==> src/rtl/time_of_day_clock.sv <==
// Time-of-day counter (hh:mm:ss) with a prescaled second strobe, a valid/ready
// time-set port, and hour / day rollover strobes.
module time_of_day_clock #(
  parameter int TICKS_PER_SEC = 1,
  parameter int START_HOUR    = 6
) (
  input  logic       clk,
  input  logic       rst,
  input  logic       run,
  input  logic       setValid,
  output logic       setReady,
  input  logic [4:0] setHours,
  input  logic [5:0] setMinutes,
  input  logic [5:0] setSeconds,
  output logic       setError,
  output logic [4:0] hoursOut,
  output logic [5:0] minutesOut,
  output logic [5:0] secondsOut,
  output logic       hourTick,
  output logic       dayRollover
);

  localparam int PRE_W = (TICKS_PER_SEC > 1) ? $clog2(TICKS_PER_SEC) : 1;
  localparam logic [PRE_W-1:0] PRE_LAST = PRE_W'(TICKS_PER_SEC - 1);

  typedef enum logic {IDLE, APPLY} state_t;

  state_t           state, stateNext;
  logic [PRE_W-1:0] prescaler;
  logic             handshake, fieldsOk, setAccept, secStrobe, countSec;
  logic             secWrap, minWrap, hourWrap;

  // NOTE: every signal written here gets a default first, so no latch can be inferred.
  always_comb begin
    stateNext = state;
    handshake = setValid && (state == IDLE);
    fieldsOk  = (setHours <= 5'd23) && (setMinutes <= 6'd59) && (setSeconds <= 6'd59);
    setAccept = handshake && fieldsOk;
    // The prescaler is parked at 0 in APPLY, so the strobe must also be gated by IDLE.
    secStrobe = run && (state == IDLE) && (prescaler == PRE_LAST);
    countSec  = secStrobe && !setAccept;
    secWrap   = (secondsOut == 6'd59);
    minWrap   = (minutesOut == 6'd59);
    hourWrap  = (hoursOut == 5'd23);
    case (state)
      IDLE:    if (setAccept) stateNext = APPLY;
      APPLY:   stateNext = IDLE;
      default: stateNext = IDLE;
    endcase
  end

  // NOTE: sequential state uses non-blocking assignments so all registers update together.
  always_ff @(posedge clk or posedge rst) begin
    if (rst) begin
      state    <= IDLE;
      setReady <= 1'b1;
    end else begin
      state    <= stateNext;
      setReady <= (stateNext == IDLE);
    end
  end

  always_ff @(posedge clk or posedge rst) begin
    if (rst) begin
      prescaler <= '0;
    end else if (setAccept || state == APPLY) begin
      prescaler <= '0;
    end else if (run) begin
      prescaler <= secStrobe ? '0 : prescaler + 1'b1;
    end
  end

  always_ff @(posedge clk or posedge rst) begin
    if (rst) begin
      hoursOut    <= 5'(START_HOUR);
      minutesOut  <= '0;
      secondsOut  <= '0;
      setError    <= 1'b0;
      hourTick    <= 1'b0;
      dayRollover <= 1'b0;
    end else begin
      setError    <= handshake && !fieldsOk;
      hourTick    <= countSec && secWrap && minWrap;
      dayRollover <= countSec && secWrap && minWrap && hourWrap;
      if (setAccept) begin
        hoursOut   <= setHours;
        minutesOut <= setMinutes;
        secondsOut <= setSeconds;
      end else if (countSec) begin
        secondsOut <= secWrap ? 6'd0 : secondsOut + 6'd1;
        if (secWrap) begin
          minutesOut <= minWrap ? 6'd0 : minutesOut + 6'd1;
          if (minWrap) hoursOut <= hourWrap ? 5'd0 : hoursOut + 5'd1;
        end
      end
    end
  end

endmodule
==> config.mk <==
export PLATFORM = sky130hd
export DESIGN_NAME = time_of_day_clock
export DESIGN_NICKNAME = d
export VERILOG_FILES = /design/src/rtl/time_of_day_clock.sv
export SDC_FILE = /design/constraint.sdc
export NUM_CORES = 1
export LEC_CHECK = 0
export ABC_CLOCK_PERIOD_IN_PS = 2700
export CAP_MARGIN = 30
export CORE_MARGIN = 5
export CORE_UTILIZATION = 46
export CTS_CLUSTER_DIAMETER = 60
export DETAILED_ROUTE_END_ITERATION = 6
export PLACE_DENSITY_LB_ADDON = 0.1
export SLEW_MARGIN = 30
export SYNTH_ARGS = -nofsm -noshare
export SYNTH_HDL_FRONTEND = slang
export SYNTH_SLANG_ARGS = --single-unit
==> constraint.sdc <==
create_clock -name clk -period 2.7 [get_ports clk]
set_input_delay 0.54 -clock clk [delete_from_list [all_inputs] [get_ports clk]]
set_output_delay 0.54 -clock clk [all_outputs]
set_load 0.01 [all_outputs]
==> flow_summary.rst, run 1 <==
.. list-table::
   :header-rows: 1

   * - Metric
     - Value
   * - Iter 0 DRT Violations
     - 51
   * - Total congestion overflow after global routing
     - 0
   * - Result of the run
     - finished, final reports clean
   * - DR DRC count
     - 0
   * - Leading register cell type out of synthesis
     - sky130_fd_sc_hd__dfrtp_1
   * - Clock Pin Slew Worst Setup and Hold Paths
     - roughly 0.14 ns
   * - Die Y
     - approximately 64 um
   * - Total number of vias
     - about 1200
   * - Layout Nets
     - 209
   * - Slew at the pin with the worst max-slew slack
     - approximately 0.51 ns
   * - Setup-violating endpoint count in the final report
     - 0
   * - Static leakage
     - roughly 0.76 nW
   * - CTS tree
     - done
   * - Fraction of registers with async set or reset after synthesis
     - 1.00
   * - Number of global-route vias before repair
     - 1149
   * - Arrival time at the worst endpoint
     - between 2 and 2.5 ns
   * - Number of instances resized during post-cts repair
     - 0
   * - Power density normalized to cell area
     - 621 nW/um2
   * - Starting density of the core
     - 0.479
   * - Synth Net Count
     - between 150 and 200
   * - Register bit total from synthesis
     - 23
   * - Clock insertion delay at the later pin of the skew report
     - 0.32 ns
   * - Count of flip-flops with a built-in enable after synthesis
     - 0
   * - Critical Setup Path Class
     - flop to flop
   * - Normalized max-slew margin
     - 0.655
   * - Number of pins exceeding their max-slew limit in the final report
     - 0
   * - Fin. Hold Viols
     - 0
   * - Layout overhead on the synthesized area
     - 34.4%
   * - Overall power of the completed layout
     - 1.10 mW
   * - Weighted congestion at the end of routability-driven global placement
     - around 0.84
   * - Clock Skews
     - between 0.01 and 0.015 ns
   * - Number of antenna violations at the first check in global routing
     - 0
   * - Commonest cells after routing, fill and taps aside
     - sky130_fd_sc_hd__clkdlybuf4s50_1, sky130_fd_sc_hd__nor2_1, sky130_fd_sc_hd__dfrtp_1
   * - Maximum number of pins on one net before global-route repair
     - 24
   * - Vias per inst
     - 5.57
   * - Share of the yosys chip area belonging to registers
     - 0.439
   * - Ordered list of cells on the worst path
     - ha_1, and4b_1, nand4_2, or4b_1, a31oi_1
   * - Hold Path Class
     - flop to flop
   * - Crit path largest cell delay
     - 0.57 ns
   * - First-pass GRT wire length
     - 5310 um
   * - Maximum buffer depth of the clock tree
     - 2
   * - Total of buffers placed on input and output ports
     - 41
   * - Peak Freq
     - roughly 480 MHz
   * - Setup TNS
     - 0 ns
   * - Final worst path period share
     - 0.772
   * - Max rail drop VDD
     - 0.000447 V
   * - Commonest non-fill, non-tap cell in the layout
     - sky130_fd_sc_hd__clkdlybuf4s50_1
   * - Summed instance area of the synthesized netlist
     - around 1300 um2
   * - Setup Buffers After CTS
     - 0
   * - Detailed-routing iteration count for the pre-antenna-repair pass
     - 4
   * - Number of library cell types mapped by synthesis
     - 42
   * - Clock root buffer
     - sky130_fd_sc_hd__clkbuf_4
   * - RSZ-0062 raised after global routing
     - false
   * - Routed wire length per instance
     - ~14 um
   * - Period minus WS final
     - ~2.1 ns
   * - Antenna fix cells
     - 0
   * - All-layer global routing usage
     - 0.161
   * - CORE AREA
     - 2760 um2
   * - Total Wirelength
     - 3110 um
   * - Average size of a mapped cell
     - around 9.4 um2
   * - Number of CTS-inserted buffers
     - 3
   * - CTS Hold Buffers Added
     - 0
   * - Critical path startpoint category
     - flop
   * - Synth Instances
     - 141
   * - # clock sinks
     - 23
   * - H-tree depth
     - 1
   * - DP Wirelength
     - around 2300 um
   * - Fin Hold WS
     - approximately 0.53 ns
   * - Antenna-violating nets left
     - 0
   * - Share of post-route cells with drive strength above 1
     - 0.120
   * - Total I/O pin count
     - 42
   * - Num rows
     - 19
   * - Critical Path End Type
     - flop
   * - Critical path fanouts, max
     - 11
   * - Data required, critical path
     - 2.96 ns
   * - Worst path slowest cell
     - sky130_fd_sc_hd__or4b_1
   * - Total die area
     - just over 4000 um2
   * - Die span in x
     - about 64 um
   * - Max capacitance violation total
     - 0
   * - Yosys warns
     - 0
## registers in the layout, summed over array words and instances (netlist names)
signal and count:
setReady 1, state 1, prescaler 1, hourTick 1, hoursOut 5, dayRollover 1
minutesOut 6, setError 1, secondsOut 6
## synth_stat cells (all sizes together), types with 2 or more instances
cell type / n / area (um2)
inv: 4 / 15.0
a31oi: 12 / 75.1
or3: 4 / 26.3
dfstp: 3 / 78.8
or3b: 3 / 26.3
nor2: 20 / 75.1
and4b: 2 / 20.0
dfrtp: 20 / 500
o21ai: 7 / 35.0
mux2: 3 / 41.3
nand2: 12 / 45.0
nand3: 6 / 35.0
nand4b: 2 / 17.5
buf: 5 / 48.8
a21oi: 12 / 60.1
and3: 2 / 13.8
ha: 3 / 37.5
nand4: 4 / 31.3
## layout make-up
cell class              count  area, um2
multi-input cells         108        673
clock inverters             1       5.00
flip-flops and latches     23        579
well taps                  31       38.8
inverters                   4       15.0
clock buffers               3       22.5
fillers                   222        983
repair buffers             45        440
## cell families after synthesis
logic type | after synthesis | share of synthesized area
AND/OR/NAND/NOR | 64 | 0.278
AO/OA/AOI/OAI | 37 | 0.165
flip-flops | 23 | 0.439
buffers and inverters | 10 | 0.0512
multiplexers | 4 | 0.0389
adder cells (fa/ha/maj) | 3 | 0.0284
## where the power goes
group	internal (mW)	total [mW]	leakage, nW	switching (mW)
clock network	0.0554	0.166	0.0177	0.111
registers	0.413	0.504	0.268	0.0911
logic	0.243	0.431	0.471	0.189
total	0.711	1.10	0.756	0.391
## metrics by stage
step,instance area [um2],utilization,cells,worst slack (ns)
after floorplan,1320,-,141,0.755
after global placement,1750,0.633,211,0.378
after detailed placement,1750,0.633,211,0.293
after CTS,1770,0.643,215,0.613
after global routing,1770,0.643,215,0.476
final,1770,0.643,215,0.615
## layer usage
layer | GRT usage | routed length (um) | up-vias
met3 | 0.0462 | 163 | 2
met1 | 0.212 | 1450 | 553
li1 | - | - | 611
met5 | 0 | 0 | -
met4 | 0.0234 | 18 | 0
met2 | 0.266 | 1480 | 32
## worst max-delay path, delay by kind of cell (launching register included)
kind / cells / cell delay, ns
and+or+nand+nor: 3 / 1.20
DFF: 1 / 0.44
adders and majority gates: 1 / 0.22
AOI/OAI and AO/OA: 1 / 0.17
## worst paths after layout
check,from,endpoint,slack (ns),depth (start not counted)
setup / recovery,minutesOut[0],hoursOut[4],0.62,5
hold / removal,state,prescaler,0.53,1
setup reg to reg,minutesOut[0],hoursOut[4],0.62,5
hold reg to reg,state,prescaler,0.53,1
max in group asynchronous,rst,hoursOut[1],1.87,3
min in group asynchronous,rst,secondsOut[5],0.54,3
No activity file was read; power rests on OpenSTA's default activity.
==> inputs of run 2 (changes only) <==
ABC_CLOCK_PERIOD_IN_PS = 1800   (was 2700)
CORE_UTILIZATION = 41   (was 46)
clock period = 1.8 ns   (was 2.7 ns; I/O delays follow)
==> run 2 against run 1 <==
Net effect:
- sequential share of layout area decreased by 2.9 points
- cell area increased by 10%
- critical path type unchanged
- clock power increased by 46%
- final cell count increased by 14%
- first-iteration DRC count increased by 63%
- clock-buffer cell count unchanged
- worst setup slack got worse by 0.59 ns
- critical path depth increased by 1
- combinational power increased by 92%
==> flow_summary.rst, run 2 (same netlist as run 1, synthesis figures left out) <==
.. list-table::
   :header-rows: 1

   * - Metric
     - Value
   * - # clock sinks
     - 23
   * - Iter 0 DRT Violations
     - 83
   * - Post-route insts no fill
     - 246
   * - Commonest cells after routing, fill and taps aside
     - sky130_fd_sc_hd__clkdlybuf4s50_1, sky130_fd_sc_hd__buf_4, sky130_fd_sc_hd__nor2_1
   * - Number of instances in the placed design
     - between 200 and 250
   * - Multi-input gate area
     - 701 um2
   * - Overall power of the completed layout
     - 1.79 mW
   * - Cell area reported after detailed placement
     - ~1900 um2
   * - Maximum number of pins on one net before global-route repair
     - 24
   * - Total number of vias
     - between 1000 and 1500
   * - Layout overhead on the synthesized area
     - 48.3%
   * - Critical path startpoint category
     - flop
   * - Die span in x
     - 66.7 um
   * - Num rows
     - 20
   * - Static leakage
     - 0.830 nW
   * - Weighted congestion at the end of routability-driven global placement
     - roughly 0.84
   * - Vias per inst
     - around 5.2
   * - Power density normalized to cell area
     - approximately 910 nW/um2
   * - Total die area
     - 4450 um2
   * - Maximum buffer depth of the clock tree
     - 2
   * - Count of fill cells added during filler insertion
     - 268
   * - DR DRC count
     - 0
   * - Total of buffers placed on input and output ports
     - ~40
   * - Bufs and invs on worst path
     - 1
   * - CTS tree
     - done
   * - Starting density of the core
     - 0.429
   * - CTS Hold Buffers Added
     - 0
   * - Clock Pin Slew Worst Setup and Hold Paths
     - approximately 0.13 ns
   * - Peak Freq
     - about 560 MHz
   * - All-layer global routing usage
     - 0.168
   * - Arrival time at the worst endpoint
     - slightly above 2 ns
   * - First-pass GRT wire length
     - 5780 um
   * - Number of pins exceeding their max-slew limit in the final report
     - 0
   * - Hold Path Class
     - primary input to asynchronous set/reset pin
   * - Slew at the pin with the worst max-slew slack
     - around 0.31 ns
   * - Sequential cell area in the final layout
     - just under 600 um2
   * - Clock Skews
     - roughly 0.0035 ns
   * - Period minus WS final
     - about 1.8 ns
   * - Largest registers
     - minutesOut: 6 flops, secondsOut: 6 flops, hoursOut: 5 flops
   * - CORE AREA
     - between 3000 and 4000 um2
   * - Ordered list of cells on the worst path
     - ha_2, and4b_2, buf_4, nand2_1, or3b_2, a31oi_1
   * - Clock root buffer
     - sky130_fd_sc_hd__clkbuf_4
   * - Layout Nets
     - about 230
   * - RSZ-0062 raised after global routing
     - true
   * - Number of global-route vias before repair
     - ~1300
   * - Post-route cell area
     - 1960 um2
   * - Critical Path End Type
     - flop
   * - H-tree depth
     - 1
   * - Setup-violating endpoint count in the final report
     - 0
   * - Result of the run
     - finished, final reports clean
   * - Number of antenna violations at the first check in global routing
     - 0
   * - Clock insertion delay at the later pin of the skew report
     - around 0.31 ns
   * - Antenna-violating nets left
     - 0
   * - Total congestion overflow after global routing
     - 0
   * - Fin. Hold Viols
     - 0
   * - Worst path slowest cell
     - sky130_fd_sc_hd__or3b_2
   * - Commonest non-fill, non-tap cell in the layout
     - sky130_fd_sc_hd__clkdlybuf4s50_1
   * - Max rail drop VDD
     - 0.000645 V
   * - Critical path fanouts, max
     - 4
   * - Critical Setup Path Class
     - flop to flop
   * - Die Y
     - 66.7 um
   * - Antenna fix cells
     - 0
   * - Final worst path period share
     - 0.985
   * - Max capacitance violation total
     - 0
   * - Data required, critical path
     - 2.04 ns
   * - DP Wirelength
     - 2620 um
   * - Cell family with most CP delay
     - simple AND/OR/NAND/NOR gates
   * - Normalized max-slew margin
     - 0.795
   * - Crit path largest cell delay
     - approximately 0.44 ns
   * - Total Wirelength
     - roughly 3400 um
   * - Share of post-route cells with drive strength above 1
     - 0.238
   * - Total I/O pin count
     - 42
   * - Share of the core filled with cells in the final layout
     - 0.636
   * - Number of CTS-inserted buffers
     - 3
   * - Setup slack on the worst flop-to-flop path
     - about 0.027 ns
   * - Detailed-routing iteration count for the pre-antenna-repair pass
     - 4
   * - Routed wire length per instance
     - about 14 um
[run 2: changes by cell type in the layout (fill, tap and decap cells not counted), sizes merged]
cell           before  now
dlygate4sd2         0    1
dlymetal6s2s        0    1
clkdlybuf4s50      41   39
buf                 4   22
[run 2: report_power, final]
| part | leakage (nW) | internal [mW] | switching (mW) |
|---|---|---|---|
| Clock | 0.0177 | 0.0830 | 0.160 |
| Combinational | 0.548 | 0.459 | 0.367 |
| Sequential | 0.265 | 0.623 | 0.0942 |
[run 2: worst paths after layout]
path / from / end / depth (start not counted)
min in group clk: state / prescaler / 1
worst min-delay path: rst / secondsOut[1] / 3
max in group asynchronous: rst / setReady / 3
worst min register to register: state / prescaler / 1
worst max-delay path: minutesOut[1] / minutesOut[0] / 6
worst max register to register: minutesOut[1] / minutesOut[0] / 6
[run 2: stage by stage]
step	setup TNS, ns	hold WS [ns]	setup slack, ns
3_5_place_dp	-2.52	0.496	-0.273
2_1_floorplan	-0.0230	0.360	-0.0230
4_1_cts	0	0.376	0.00171
3_3_place_gp	-2.17	0.487	-0.236
6_report	0	0.371	0.0268
5_1_grt	-0.201	0.379	-0.0551
[run 2: what timing repair did]
action                     4_1_cts  5_1_grt
setup endpoints to repair        5       10
buffers inserted                 2        0
hold endpoints to repair         0        0
pin swaps                        1        4
gates resized for setup          1        5
[run 2: layer usage]
metal / vias to the layer above / wire (um) / share of wire / GRT usage
li1: 647 / - / - / -
met3: 4 / 191 / 0.057 / 0.0304
met1: 598 / 1540 / 0.46 / 0.213
met5: - / 0 / 0 / 0
met4: 0 / 44 / 0.013 / 0.0609
met2: 34 / 1590 / 0.47 / 0.285
[run 2: tightest hold or removal path: stages]
cell and delay (ns):
sky130_fd_sc_hd__clkdlybuf4s50_1 0.39, sky130_fd_sc_hd__inv_1 0.05, sky130_fd_sc_hd__buf_4 0.29
[run 2: cell type report]
type / count / share of cell area
clock buffer: 3 / 0.0115
clock inverter: 1 / 0.00256
inverter: 4 / 0.00767
multi-input combinational: 108 / 0.358
sequential: 23 / 0.298
tap: 44 / 0.0281
timing repair buffer: 63 / 0.295
==> inputs of run 3 (changes only) <==
CAP_MARGIN = not set   (was 30)
==> results of run 3 <==
Same layout as run 2: the final DEF is identical, and so are final timing and power.
